==> config.mk <==
export PLATFORM = sky130hd
export DESIGN_NAME = z88_slot_ctrl
export DESIGN_NICKNAME = d
export VERILOG_FILES = /design/src/rtl/z88_slot_ctrl.sv
export SDC_FILE = /design/constraint.sdc
export NUM_CORES = 1
export LEC_CHECK = 0
export ABC_AREA = 1
export BUFFER_PORTS_ARGS = -buffer_cell sky130_fd_sc_hd__clkbuf_2
export CAP_MARGIN = 20
export CORE_MARGIN = 2
export CORE_UTILIZATION = 48
export CTS_CLUSTER_SIZE = 25
export DETAILED_ROUTE_END_ITERATION = 7
export GPL_ROUTABILITY_DRIVEN = 0
export PLACE_DENSITY = 0.81
export SLEW_MARGIN = 20
export SYNTH_ARGS = -nofsm -noshare
export SYNTH_HDL_FRONTEND = slang
export SYNTH_SLANG_ARGS = --single-unit
export TNS_END_PERCENT = 30
==> constraint.sdc <==
create_clock -name clk -period 1.88 [get_ports clk]
set_input_delay 0.376 -clock clk [delete_from_list [all_inputs] [get_ports clk]]
set_output_delay 0.376 -clock clk [all_outputs]
set_load 0.01 [all_outputs]
==> src/rtl/z88_slot_ctrl.sv <==
`default_nettype none
// ============================================================================
//  Module      : z88_slot_ctrl
//  Description : Multi-slot memory bus controller. Decodes the slot from the
//                top address bits, drives per-slot CE_n and shared OE_n/WE_n,
//                inserts programmable wait states, registers read data and
//                blocks flap-gated or write-protected accesses.
//  Revision    : 1.0  initial release
// ============================================================================
module z88_slot_ctrl #(
    parameter int                      AW        = 22,
    parameter int                      DW        = 8,
    parameter int                      SLOT_BITS = 2,
    parameter int                      WAIT_CYC  = 1,
    parameter logic [(2**SLOT_BITS)-1:0] WP_MASK = 4'b0001,
    parameter logic [DW-1:0]           IDLE_DATA = 8'hFF
) (
    input  logic                            clk,
    input  logic                            reset,
    input  logic                            req,
    input  logic                            we,
    input  logic [AW-1:0]                   addr,
    input  logic [DW-1:0]                   wdata,
    input  logic                            flap,
    output logic                            ack,
    output logic [DW-1:0]                   rdata,
    output logic                            err,
    output logic                            busy,
    output logic [AW-SLOT_BITS-1:0]         mem_a,
    output logic [DW-1:0]                   mem_di,
    input  logic [(2**SLOT_BITS)*DW-1:0]    mem_do,
    output logic [(2**SLOT_BITS)-1:0]       ce_n,
    output logic                            oe_n,
    output logic                            we_n
);

    localparam int                 c_nslot     = 2**SLOT_BITS;
    localparam logic [c_nslot-1:0] c_ce_idle   = {c_nslot{1'b1}};
    localparam logic [c_nslot-1:0] c_ce_one    = {{(c_nslot-1){1'b0}}, 1'b1};
    localparam logic [3:0]         c_wait_init = 4'(WAIT_CYC);

    typedef enum logic [2:0] {
        ST_IDLE   = 3'd0,
        ST_SETUP  = 3'd1,
        ST_STROBE = 3'd2,
        ST_HOLD   = 3'd3,
        ST_DONE   = 3'd4
    } state_t;

    state_t               r_state;
    logic [SLOT_BITS-1:0] r_slot;
    logic                 r_we;
    logic [3:0]           r_cnt;

    logic [SLOT_BITS-1:0] w_slot;
    logic                 w_blocked;
    logic [DW-1:0]        w_slot_rdata;

    // Slot decode and access-blocking decision for the request at the bus
    always_comb begin
        w_slot       = addr[AW-1 -: SLOT_BITS];
        w_blocked    = (flap && (w_slot != '0)) || (we && WP_MASK[w_slot]);
        w_slot_rdata = mem_do[32'(r_slot) * DW +: DW];
    end

    // Access sequencer; every bus-facing output is registered here so the
    // strobes are glitch-free and drop immediately on reset
    always_ff @(posedge clk or posedge reset) begin
        if (reset) begin
            r_state <= ST_IDLE;
            r_slot  <= '0;
            r_we    <= 1'b0;
            r_cnt   <= '0;
            ce_n    <= c_ce_idle;
            oe_n    <= 1'b1;
            we_n    <= 1'b1;
            ack     <= 1'b0;
            err     <= 1'b0;
            busy    <= 1'b0;
            rdata   <= IDLE_DATA;
            mem_a   <= '0;
            mem_di  <= '0;
        end else begin
            case (r_state)
                ST_IDLE: begin
                    ack <= 1'b0;
                    err <= 1'b0;
                    if (req) begin
                        r_slot <= w_slot;
                        r_we   <= we;
                        mem_a  <= addr[AW-SLOT_BITS-1:0];
                        mem_di <= wdata;
                        busy   <= 1'b1;
                        if (w_blocked) begin
                            // Blocked access never touches the bus
                            r_state <= ST_DONE;
                            ack     <= 1'b1;
                            err     <= 1'b1;
                            if (!we) begin
                                rdata <= IDLE_DATA;
                            end
                        end else begin
                            r_state <= ST_SETUP;
                            ce_n    <= ~(c_ce_one << w_slot);
                        end
                    end
                end
                ST_SETUP: begin
                    r_state <= ST_STROBE;
                    r_cnt   <= c_wait_init;
                    oe_n    <= r_we;
                    we_n    <= ~r_we;
                end
                ST_STROBE: begin
                    if (r_cnt == 4'd0) begin
                        r_state <= ST_HOLD;
                        oe_n    <= 1'b1;
                        we_n    <= 1'b1;
                        ack     <= 1'b1;
                        err     <= 1'b0;
                        if (!r_we) begin
                            rdata <= w_slot_rdata;
                        end
                    end else begin
                        r_cnt <= r_cnt - 4'd1;
                    end
                end
                ST_HOLD: begin
                    r_state <= ST_IDLE;
                    ce_n    <= c_ce_idle;
                    ack     <= 1'b0;
                    busy    <= 1'b0;
                end
                ST_DONE: begin
                    r_state <= ST_IDLE;
                    ack     <= 1'b0;
                    err     <= 1'b0;
                    busy    <= 1'b0;
                end
                default: begin
                    r_state <= ST_IDLE;
                    ce_n    <= c_ce_idle;
                    oe_n    <= 1'b1;
                    we_n    <= 1'b1;
                    ack     <= 1'b0;
                    err     <= 1'b0;
                    busy    <= 1'b0;
                end
            endcase
        end
    end

endmodule
`default_nettype wire

### Yosys cells after proc, flatten, opt, wreduce, memory -nomap -nowiden

Cells that the tools add are included.

* register bits after elaboration: 55
* input port bits: 67
* logic and storage cells: 83

* add/subtract/negate cells: 1
* $lt $le $gt $ge: 1
* equality and inequality tests: 11
* shift operators: 2
* muxes and demuxes: 27
* bitwise operators: 7
* reductions and logical operators: 21

Operators with widths (count)
* 2-to-1 mux 8 bit: 5
* variable part select 32 x 6 -> 8 bit: 1
* one-hot mux 4 bit (2 select lines): 2
* one-hot mux 8 bit (2 select lines): 1
* != test 2 bit, second input constant: 7
* AND reduction 2 bit: 7
* 2-to-1 mux 4 bit: 3
* one-hot mux 1 bit (3 select lines): 4
* 2-to-1 mux 3 bit: 3
* one-hot mux 3 bit (3 select lines): 1
* equality test 3 x 2 -> 1 bit, second input constant: 2
* 2-to-1 mux 1 bit: 6
* NOT 1 bit: 6
* AND reduction 6 bit: 1
* nonzero test 2 bit: 3
* OR reduction 3 bit: 2
* zero test 4 bit: 1
* NOT 4 bit: 1
* OR reduction 2 bit: 2
* << shifter 1 x 2 -> 4 bit, first input constant: 1
* subtractor 4 x 1 -> 4 bit, second input constant: 1
* equality test 3 x 1 -> 1 bit, second input constant: 1
* equality test 3 bit, second input constant: 1
* zero test 3 bit: 1
* 6 further kinds: 7

### Logic depth before layout (Yosys ltp)

* word-level depth: 7
* depth in mapped cells: 9
* depth with buffers taken out: 9

### Least setup slack after synthesis

No wires, ideal clock.

* path kind: reg2reg
* start point: register r_cnt[0]
* end point: register rdata[0]
* library setup time: 0.061 ns
* arrival time: 1.238 ns
* required time: 1.819 ns
* setup slack: 0.581 ns
* stages on the path, launching flop included: 9
* clock period less this slack: 1.299 ns
* path through: dfrtp_1 inv_1 ha_1 nand3_1 nand2_4 nand2_1 nor2_4 nand3_1 nand2_1

* longest elaborated chain between the ends: 3

Ends and longest elaborated chain
* from (decl): RTL line 53 `logic [3:0] r_cnt;`
* from (signal assigned): RTL line 110 `r_cnt <= c_wait_init;`
* from (signal assigned): RTL line 125 `r_cnt <= r_cnt - 4'd1;`
* zero test 4 bit: RTL line 115 `if (r_cnt == 4'd0) begin`
* != test 2 bit (no source line)
* AND reduction 6 bit (no source line)
* to (signal assigned): RTL line 122 `rdata <= w_slot_rdata;`
* to (decl): RTL line 26 `output logic [DW-1:0] rdata,`

Every way passes these cells.
A chain may end at the register's enable or synchronous reset.

### Worst setup path after layout

* start point: register r_state[2]
* end point: register ce_n[2]

* longest elaborated chain between the ends: 4
* elaborated cells between the ends (all ways): 10
* those cells by class: eq/ne (5); mux (1); bitwise (1); reduce/logical (3)

Ends and longest elaborated chain
* from (decl): RTL line 50 `state_t r_state;`
* from (signal assigned): RTL line 70 `r_state <= ST_IDLE;`
* from (signal assigned): RTL line 96 `r_state <= ST_DONE;`
* from (signal assigned): RTL line 103 `r_state <= ST_SETUP;`
* equality test 3 x 2 -> 1 bit, or another cell as far along: RTL line 84 `case (r_state)`
* OR reduction 3 bit (no source line)
* NOT 1 bit (no source line)
* AND reduction 3 bit (no source line)
* to (signal assigned): RTL line 74 `ce_n <= c_ce_idle;`
* to (signal assigned): RTL line 104 `ce_n <= ~(c_ce_one << w_slot);`
* to (signal assigned): RTL line 130 `ce_n <= c_ce_idle;`
* to (decl): RTL line 32 `output logic [(2**SLOT_BITS)-1:0] ce_n,`

Several ways; a longest one is shown, not always the timed one.

==> summary.md <==
| Metric | Value |
|---|---|
| Status | `complete, no violations` |
| Die boundary width | `79.25 um` |
| Peak supply drop | `710.2 uV` |
| Overall fraction of global-route tracks in use | `approximately 22%` |
| Wl on met1 | `approximately 2700 um` |
| Total gr overflow | `0` |
| Fraction of the cycle the final worst path needs | `between 80% and 90%` |
| Setup Crit Path Kind | `flop to flop` |
| Core Box Area | `about 5500 um2` |
| Most used cells in the layout excluding fill and tap cells | `sky130_fd_sc_hd__nand2_1, sky130_fd_sc_hd__clkbuf_2, sky130_fd_sc_hd__nand3_1, sky130_fd_sc_hd__dfrtp_1, sky130_fd_sc_hd__inv_1` |
| # Max-Cap Violations | `0` |
| Maximum fanout along the worst path | `22` |
| Slowest cell on the critical path | `sky130_fd_sc_hd__dfrtp_1` |
| Slew @ Worst Pin | `approximately 0.63 ns` |
| Portion of synthesized cell area occupied by the leading cell type | `between 30% and 40%` |
| Synthesis warning total | `0` |
| Post-CTS Resized | `0` |
| Final hold viol count | `0` |
| Global-route wire length before repair | `11010 um` |
| Die Span Y | `slightly below 80 um` |
| Number of cell rows | `27` |
| Arrival time of the worst setup path | `around 1.8 ns` |
| Upper clock frequency limit | `646.5 MHz` |
| Pleak | `1.978 nW` |
| Final worst slack | `0.3332 ns` |
| Most common library cell in the layout ignoring fill and taps | `sky130_fd_sc_hd__nand2_1` |
| Number of max-slew violations in the final report | `0` |
| Buffers on Ports | `111` |
| Final standard cell count with taps included and fillers excluded | `about 530` |
| Number of iterations in the first detailed-routing pass | `4` |
| Clock transition at the registers of the reported paths | `0.10 ns` |
| Worst setup slack before clock tree synthesis | `about 0.18 ns` |
| Detail Placement HPWL | `between 4000 and 5000 um` |
| Post-Synthesis Mean Instance Area | `7.787 um2` |
| # Post-CTS Setup Buffers | `0` |
| Area growth from synthesis to layout | `26.89%` |
| Post-route DRC | `0` |
| Type of element capturing the critical path | `flop` |
| Delay of the slowest cell on the worst path | `0.45 ns` |
| Synthesized netlist cell count | `approximately 350` |
| Largest net degree at the start of global routing | `36` |
| Critical path buffer and inverter count | `2` |
| Number of H-tree levels | `2` |
| Met2 layer wire length in the routed design | `approximately 3200 um` |
| Total CTS buffers | `5` |
| Nets@finish | `roughly 530` |
| Hold Crit Class | `primary input to async pin` |
| Total Power | `between 0.005 and 0.006 W` |
| Setup total negative slack | `0 ns` |
| Kind of cell adding the most delay to the critical path | `simple AND/OR/NAND/NOR gates` |
| Post-synthesis net count | `418` |
| Setup skew after layout | `between 0.007 and 0.008 ns` |
| Antenna diode count | `0` |
| Total met3 wirelength after detailed routing | `roughly 470 um` |
| Total die area | `roughly 6300 um2` |
| Post-synth cell types | `22` |
| Worst relative slew slack | `between 50 and 60%` |
| Overall via count from detail_route | `between 2k and 3k` |
| Final routed wire length divided by cell count | `about 12 um` |
| Power density of the placed cells | `about 1700 nW/um2` |
| Vias in the first global route | `2555` |
| Final critical-path required period | `1.547 ns` |
| Sequential element share of the synthesized area | `between 50% and 60%` |
| Chain of cells forming the critical path | `nor2_2 > nand2_2 > inv_2 > buf_4 > nand3_1 > nand4_1 > nand2_1` |
| Synth Register Bits | `55` |
| Remaining number of nets flagged by the antenna check after routing | `0` |
| Share of final-layout standard cells stronger than drive strength 1 | `between 30% and 40%` |
| Final WL | `between 6000 and 7000 um` |
| Initial Util | `49.66%` |
| Hold slack final | `about 0.12 ns` |
| Hold-fix buffers, CTS | `0` |
| Longest Clk Path Bufs | `2` |
| Top routing layer in use | `met4` |
| Placed cells | `around 530` |
| Post-synthesis instance area | `between 2000 and 3000 um2` |
| Setup repair after global routing missed its margin | `no` |
| TritonCTS clock tree | `done` |
| Final setup violation count | `0` |
| Required time of the critical path | `2.13 ns` |
| Ports | `approximately 110` |
| Worst skew pair latency | `around 0.31 ns` |
| Startpoint Class | `flop` |
| Detailed Route Iter0 Violations | `around 120` |
| Root Buffer | `sky130_fd_sc_hd__clkbuf_8` |
| Library cell with the largest summed area after synthesis | `sky130_fd_sc_hd__dfrtp_1` |
| Number of antenna violations at the first check in global routing | `0` |
| Via-to-Cell Ratio | `~5.0` |
| Top post-synthesis cells by area | `sky130_fd_sc_hd__dfrtp_1, sky130_fd_sc_hd__nand2_1, sky130_fd_sc_hd__dfstp_2` |
| Clock net sink count | `55` |
cells by family (layout without fill, tap and decap cells):
kind of cell    count (synthesis)  count (layout)  synth area share (%)
simple gates                  243             243                 39.64
buf+inv                        33             145                 5.202
fa+ha+maj                       2               2                0.9207
compound gates                 16              16                 2.946
flops                          55              55                 51.29
cell usage after synthesis:
cell type / n
sky130_fd_sc_hd__dfrtp_1: 41
sky130_fd_sc_hd__nor2_2: 1
sky130_fd_sc_hd__dfstp_2: 14
sky130_fd_sc_hd__nand2_2: 5
sky130_fd_sc_hd__buf_2: 8
sky130_fd_sc_hd__a21oi_1: 6
sky130_fd_sc_hd__nor2_4: 3
sky130_fd_sc_hd__o21ai_1: 1
sky130_fd_sc_hd__nand2_4: 3
sky130_fd_sc_hd__inv_2: 1
sky130_fd_sc_hd__buf_4: 2
sky130_fd_sc_hd__nand3_1: 60
sky130_fd_sc_hd__nand4_1: 4
sky130_fd_sc_hd__nand3_4: 1
sky130_fd_sc_hd__nand3_2: 1
sky130_fd_sc_hd__o21ai_0: 9
sky130_fd_sc_hd__clkbuf_1: 1
sky130_fd_sc_hd__nand2_1: 151
sky130_fd_sc_hd__nor2_1: 14
sky130_fd_sc_hd__inv_1: 19
sky130_fd_sc_hd__buf_1: 2
sky130_fd_sc_hd__ha_1: 2
per-stage QoR:
step | area, um2 | util, %
after floorplan | 2718 | -
after global placement | 3354 | 61.29
after detailed placement | 3354 | 61.29
after CTS | 3443 | 62.92
after global routing | 3448 | 63.01
final | 3448 | 63.01
path summary, 6_finish.rpt:
check | startpoint | endpoint | slack (ns) | cells past startpoint
hold reg to reg | rdata[3] | rdata[3] | 0.47 | 2
min in group clk | wdata[0] | mem_di[0] | 0.28 | 3
setup reg to reg | r_state[2] | ce_n[2] | 0.33 | 7
hold / removal | reset | busy | 0.12 | 2
setup / recovery | r_state[2] | ce_n[2] | 0.33 | 7
max in group asynchronous | reset | mem_a[14] | 1.22 | 3
registers in the layout (all words and copies together), names as in the netlist, 2 cells and up:
name     count
mem_a       20
mem_di       8
rdata        8
ce_n         4
r_cnt        4
r_state      3
r_slot       2
layer usage:
| metal | vias to the layer above | GRT usage [%] |
|---|---|---|
| li1 | 1334 | - |
| met1 | 1234 | 26.86 |
| met2 | 100 | 38.73 |
| met3 | 7 | 4.659 |
| met4 | 0 | 5.862 |
| met5 | - | 0 |
worst reg2reg max path, delay by kind of cell (launching register included):
kind	cells	cell delay [ns]
DFF	1	0.45
buffers and inverters	2	0.52
and+or+nand+nor	5	0.53
cell type report:
type / instances / area (um2)
well taps: 72 / 90.09
multi-input cells: 261 / 1187
clock buffers: 6 / 72.57
flip-flops and latches: 55 / 1394
fillers: 511 / 2024
inverters: 20 / 75.07
clock inverters: 2 / 16.27
repair buffers: 117 / 613.1
where the power goes:
part           switching [W]  internal (W)  total, W
Combinational        0.00184       0.00103   0.00288
Clock               0.000387      0.000268  0.000655
Sequential          0.000319       0.00185   0.00217
Total                0.00255       0.00315   0.00570
Note: power is estimated with default switching activity, not from simulation.
